--- src/rtl/panel_ctrl_pkg.sv ---
// panel_ctrl_pkg: shared request indices and timing constants for the front-panel controller
package panel_ctrl_pkg;
   localparam int NUM_BTN        = 3;
   localparam int REQ_RUN        = 0;
   localparam int REQ_PHASE      = 1;
   localparam int REQ_INST       = 2;
   localparam int LOCKOUT_CYCLES = 2;
   localparam int LOCK_W         = $clog2(LOCKOUT_CYCLES + 1);
   typedef logic [NUM_BTN-1:0] btn_vec_t;
endpackage

--- src/rtl/panel_ctrl_btn_debounce.sv ---
// btn_debounce: 2-FF synchronizer, stable-count debounce and registered press-edge pulse
module btn_debounce #(
   parameter int DEBOUNCE_CYCLES = 100000,
   parameter bit BTN_ACTIVE_LOW  = 1'b0
) (
   input  logic clock,
   input  logic reset,
   input  logic btn,
   output logic level,
   output logic press
);
   localparam int CW = $clog2(DEBOUNCE_CYCLES);
   logic [1:0]    sync_q, sync_d;
   logic [CW-1:0] cnt_q, cnt_d;
   logic          db_q, db_d, press_q, press_d, diff, done;
   always_comb begin
      sync_d  = {sync_q[0], btn ^ BTN_ACTIVE_LOW};
      diff    = sync_q[1] != db_q;
      done    = diff && (cnt_q == CW'(DEBOUNCE_CYCLES - 1));
      cnt_d   = (!diff || done) ? '0 : cnt_q + CW'(1);
      db_d    = done ? sync_q[1] : db_q;
      press_d = db_d & ~db_q;
   end
   always_ff @(posedge clock) begin
      if (!reset) begin
         sync_q  <= '0;
         cnt_q   <= '0;
         db_q    <= 1'b0;
         press_q <= 1'b0;
      end else begin
         sync_q  <= sync_d;
         cnt_q   <= cnt_d;
         db_q    <= db_d;
         press_q <= press_d;
      end
   end
   assign level = db_q;
   assign press = press_q;
endmodule

--- src/rtl/panel_ctrl.sv ---
// panel_ctrl: front-panel request generator for the phase generator (run / step_phase / step_inst)
module panel_ctrl
   import panel_ctrl_pkg::*;
#(
   parameter int DEBOUNCE_CYCLES = 100000,
   parameter bit BTN_ACTIVE_LOW  = 1'b0
) (
   input  logic       clock,
   input  logic       reset,
   input  logic       btn_run,
   input  logic       btn_step_phase,
   input  logic       btn_step_inst,
   input  logic       running,
   input  logic       halt,
   output logic       run,
   output logic       step_phase,
   output logic       step_inst,
   output logic [2:0] btn_level
);
   btn_vec_t          raw, level, press, req_d, req_q;
   logic [LOCK_W-1:0] lock_q, lock_d;
   logic              halt_done_q, halt_done_d, halt_stop, idle, step_ok;
   assign raw[REQ_RUN]   = btn_run;
   assign raw[REQ_PHASE] = btn_step_phase;
   assign raw[REQ_INST]  = btn_step_inst;
   for (genvar i = 0; i < NUM_BTN; i++) begin : g_btn
      btn_debounce #(
         .DEBOUNCE_CYCLES(DEBOUNCE_CYCLES),
         .BTN_ACTIVE_LOW (BTN_ACTIVE_LOW)
      ) u_db (
         .clock(clock),
         .reset(reset),
         .btn  (raw[i]),
         .level(level[i]),
         .press(press[i])
      );
   end
   // Fixed priority: halt stop, run press, step_inst, step_phase; losers are dropped.
   always_comb begin
      idle                = lock_q == '0;
      halt_stop           = running & halt & ~halt_done_q;
      step_ok             = idle & ~halt_stop & ~press[REQ_RUN] & ~running;
      req_d               = '0;
      req_d[REQ_RUN]      = idle & (halt_stop | press[REQ_RUN]);
      req_d[REQ_INST]     = step_ok & press[REQ_INST];
      req_d[REQ_PHASE]    = step_ok & ~press[REQ_INST] & press[REQ_PHASE];
      halt_done_d         = halt & (halt_done_q | (idle & halt_stop));
      lock_d              = (|req_d) ? LOCK_W'(LOCKOUT_CYCLES) : (idle ? '0 : lock_q - LOCK_W'(1));
   end
   always_ff @(posedge clock) begin
      if (!reset) begin
         req_q       <= '0;
         lock_q      <= '0;
         halt_done_q <= 1'b0;
      end else begin
         req_q       <= req_d;
         lock_q      <= lock_d;
         halt_done_q <= halt_done_d;
      end
   end
   assign run        = req_q[REQ_RUN];
   assign step_phase = req_q[REQ_PHASE];
   assign step_inst  = req_q[REQ_INST];
   assign btn_level  = level;
endmodule

--- config.mk ---
export PLATFORM = sky130hd
export DESIGN_NAME = panel_ctrl
export DESIGN_NICKNAME = d
export VERILOG_FILES = /design/src/rtl/panel_ctrl_pkg.sv /design/src/rtl/panel_ctrl_btn_debounce.sv /design/src/rtl/panel_ctrl.sv
export SDC_FILE = /design/constraint.sdc
export NUM_CORES = 1
export LEC_CHECK = 0
export BUFFER_PORTS_ARGS = -buffer_cell sky130_fd_sc_hd__buf_2
export CAP_MARGIN = 40
export CORE_MARGIN = 2
export CORE_UTILIZATION = 50
export CTS_CLUSTER_DIAMETER = 150
export DETAILED_ROUTE_END_ITERATION = 10
export PLACE_DENSITY = 0.67
export SETUP_SLACK_MARGIN = 0.2
export SYNTH_ARGS = -nofsm -noshare
export SYNTH_HDL_FRONTEND = slang
export SYNTH_HIERARCHICAL = 1
export SYNTH_SLANG_ARGS = --single-unit
export TNS_END_PERCENT = 100
--- constraint.sdc ---
create_clock -name clock -period 2.1 [get_ports clock]
set_input_delay 0.105 -clock clock [delete_from_list [all_inputs] [get_ports clock]]
set_output_delay 0.105 -clock clock [all_outputs]
set_load 0.02 [all_outputs]
==> results.md <==
Finish:
- After the last flow step, the layout net total stands at 364.
- The filler-free cell count of the finished design is 434.
- The area growth from synthesis to layout is 16.62%.
- The area of the multi-input gates is 1518 um^2.
- The count of inserted antenna diode cells is 0.
- Cells with a size suffix above 1 make up 13.93% of the layout.
- The share of the core filled with cells is 59.49%.
- Leaving out fill and tap cells, the most frequent cells in the layout are 68 x dfxtp_1, 47 x nor2_1, 26 x xnor2_1, 20 x nand2_1.
- The sequential cell area in the final layout is 1383 um^2.
- The count of filler cells inserted in the layout is 535.
- The most frequent standard cell in the layout excluding fill and tap cells is dfxtp_1.

Worst setup path:
- In this run the worst path has a maximum fanout of 9.
- The minimum setup slack among reg-to-reg paths is 290 ps.
- For the worst setup path, the data arrival time is 2030 ps.
- The number of buffers and inverters on the critical path is 1.
- The data required time of the critical path is 2330 ps.
- The worst register-to-register path ends at g_btn[1].u_db/cnt_q[14]$_SDFF_PP0_.
- The category of the critical setup timing path is flip-flop to flip-flop.
- The largest incremental delay on the critical path is 520 ps.
- The type of destination of the critical path is a flip-flop.
- The source of the worst register-to-register timing path is g_btn[1].u_db/cnt_q[1]$_SDFF_PP0_.
- Traced cell by cell, the critical path runs through ha_1, nand2_4, or4_4, o211ai_4, buf_4, nor2_1.
- On the critical path the largest part of the delay comes from simple AND/OR/NAND/NOR gates.
- The slowest cell on the critical path is or4_4.
- The critical path launch point type is a flip-flop.
- For the worst flop-to-flop path, the logic depth is 6.

Timing:
- The final count of hold timing violations came to 0.
- The number of pins exceeding their max-slew limit in the final report was 0.
- The portion of the clock cycle consumed by the worst path in the final layout is 86.09%.
- The actual transition at the worst max-transition pin is 379.7 ps.
- The time the final worst path needs with I/O delays and setup is 1808 ps.
- Setup slack closes at 292.1 ps.
- For this run, the top clock speed supported by timing is 553.1 MHz.
- In the final timing run, aggregate negative setup slack is 0 ps.
- The worst clock skew is 11.40 ps.
- Measured against its own limit, the worst slew margin works out to 74.46%.
- Setup violations remaining at the end of the flow were counted as 0.
- Setup repair after global routing left no endpoint under its margin.

Drt:
- After detailed routing, the average wire length per cell comes to 13.03 um.
- The number of routed nets with antenna violations is 0.
- Using the TritonRoute via totals, the vias-per-cell ratio works out to 5.532.
- The number of vias in the routed layout is 2401.
- The first-iteration detailed-routing DRC count is 74.
- The number of design rule violations left after detail routing is 0.
- The number of detailed-routing iterations run before antenna repair is 4.
- For this block, the routed nets add up to 5653 um of wire.

Placed design:
- The count of buffers added on input and output ports is 12.
- Once placement completed, the tool counted placed cells totaling 413.
- After legalization and detailed placement, the total HPWL measured 3916 um.
- At the placement stage, the worst setup path has a slack of 283.8 ps.
- The routability congestion estimate is 0.8090.

Min path:
- The startpoint identified for the worst hold timing path is reset.
- The tightest min-delay check is of the input pin to flip-flop type.
- For hold timing, the worst endpoint is halt_done_q$_SDFF_PN0_.
- The number of instances on the worst hold path is 3.

Job:
- The number of maximum-capacitance violations is 0.

Pwr:
- IR analysis of the VDD net gives a maximum drop of 0.0004349 V.
- Total power for the finished layout comes to 2.817 mW.
- Summed over all cells, the static leakage comes to 1.195 nW.
- In this run the power density over the cells is 814.2 nW/um^2.

Clock network:
- In this run the deepest clock path goes through 2 buffers.
- The number of setup buffers added after CTS is 0.
- Clock-pin slew was measured on the worst setup and hold paths at 80 ps.
- The H-tree generated during clock tree synthesis spans 3 levels.
- The clock drives 69 sinks.
- The later-pin clock latency in the skew report is 340 ps.
- The CTS tree is built.
- The tree is rooted in a clkbuf_8.
- Clock tree synthesis inserted a total of 9 buffers.

Synthesis:
- The synthesized area divided by synthesized cell count is 9.156 um^2.
- The synthesized design contains 69 register bits.
- The mapped netlist covers 2967 um^2.
- The library cell occupying the most area in the post-synthesis netlist is dfxtp_1.
- The total number of yosys warnings is 6.
- When the netlist entered floorplanning its net count stood at 334.
- In this run the biggest area consumer among cell types represents 46.56% of the synthesized area.
- Sorting the synthesized cells by area gives the leading types as dfxtp_1 47%, xnor2_1 7.7%, nor2_1 5.9%.
- The count of mapped cells out of synthesis is 324.
- Of the synthesized area, sequential elements account for 46.56%.
- The count of distinct cell types in the synthesized netlist is 41.

Global routing:
- After global routing the overflow that remains totals 0.
- The number of global-route vias before repair is 2123.
- The most congested layer reported by global routing is met2.
- The maximum number of pins on one net before global-route repair is 22.
- For this run, the total global-route usage over all layers was measured as 18.19%.
- In the global route stage, met3 resource usage came out at 4.000%.
- The number of antenna violations at the first check in global routing came to 0.
- The global-route wire length before repair is 9315 um.
- The global routing met2 resource utilization is 27.60%.
- In the global route stage, met1 resource usage came out at 24.51%.

Floorplan:
- The starting density of the core is 51.01%.
- The site row count is 28.
- The height of the die is 81.03 um.
- The floorplan step set the die width to 81.03 um.
- After floorplanning, the core was sized to cover 5816 um^2.
- The number of I/O pins is 13.
- The floorplan step defined a die boundary enclosing 6565 um^2.

Run status:
- The run finished with clean final reports.
worst max path at each step:
stage	from	endpoint	slack [ps]	cells past startpoint
6_report	g_btn[1].u_db/cnt_q[1]$_SDFF_PP0_	g_btn[1].u_db/cnt_q[14]$_SDFF_PP0_	290	6
4_1_cts	g_btn[1].u_db/cnt_q[0]$_SDFF_PP0_	g_btn[1].u_db/cnt_q[14]$_SDFF_PP0_	280	6
3_3_place_gp	g_btn[1].u_db/cnt_q[0]$_SDFF_PP0_	g_btn[1].u_db/cnt_q[15]$_SDFF_PP0_	330	6
2_1_floorplan	g_btn[1].u_db/cnt_q[0]$_SDFF_PP0_	g_btn[1].u_db/cnt_q[11]$_SDFF_PP0_	290	7
5_1_grt	g_btn[1].u_db/cnt_q[1]$_SDFF_PP0_	g_btn[1].u_db/cnt_q[3]$_SDFF_PP0_	220	6
3_5_place_dp	g_btn[1].u_db/cnt_q[0]$_SDFF_PP0_	g_btn[1].u_db/cnt_q[3]$_SDFF_PP0_	280	6
metrics by stage:
| step | instance area, um^2 | hold slack (ps) |
|---|---|---|
| after detailed placement | 3139 | 316.2 |
| final | 3460 | 173.3 |
| after CTS | 3458 | 159.8 |
| after floorplan | 2967 | 176.4 |
| after global routing | 3460 | 187.8 |
| after global placement | 3139 | 314.5 |
report_power, final:
group	total (mW)	switching, mW	internal (mW)	leakage (nW)
Combinational	0.0560	0.0296	0.0265	0.507
Clock	1.44	0.521	0.915	0.130
Sequential	1.33	0.00673	1.32	0.558
synthesized netlist by cell type, drive strengths merged:
cell	number
or4	5
nor2	48
nand2b	1
nor4	15
buf	2
and3	10
and4	1
o21ba	1
nor3	14
mux2i	2
nand4	19
clkbuf	3
inv	9
or3	2
and4b	2
nand3	19
and2	8
o211ai	2
ha	3
o21a	1
xor2	15
nor3b	3
nand4b	2
xnor2	26
nor4b	2
a21oi	8
o31ai	4
dfxtp	69
o21ai	4
and3b	1
nand2	22
nor2b	1
worst register-to-register path: stages, from the launching register on:
cell	delay [ps]
dfxtp_1	420
ha_1	250
nand2_4	60
or4_4	520
o211ai_4	200
buf_4	190
nor2_1	50
cell type report:
| type | instances | area share, % |
|---|---|---|
| flip-flops and latches | 69 | 39.96 |
| clock inverters | 7 | 4.195 |
| inverters | 9 | 0.9765 |
| well taps | 75 | 2.712 |
| multi-input cells | 241 | 43.87 |
| clock buffers | 9 | 3.580 |
| repair buffers | 24 | 4.702 |
metal layers:
layer / wire, um / vias up
met5: 0 / -
met4: 107 / 0
met3: 198 / 14
met2: 2519 / 45
met1: 2828 / 1135
li1: - / 1207
registers in the layout, summed over array words and instances, names as in the netlist:
signal and count:
g_btn.u_db/cnt_q 51, g_btn.u_db/sync_q 6, g_btn.u_db/level 3, g_btn.u_db/press 3
req_q 3, lock_q 2, halt_done_q 1
what timing repair did:
item / in CTS / in global routing
setup endpoints to repair: 0 / 7
gates resized for setup: 0 / 1
hold buffers: 5 / 0
endpoints found under the hold margin: 5 / 0
cell families after synthesis:
family | share of synthesized area [%]
adder cells (fa/ha/maj) | 1.265
AO/OA/AOI/OAI | 4.598
flip-flops | 46.56
XOR/XNOR | 12.10
multiplexers | 0.6748
buffers and inverters | 2.277
AND/OR/NAND/NOR | 32.52
(Power assumes the default switching activity.)
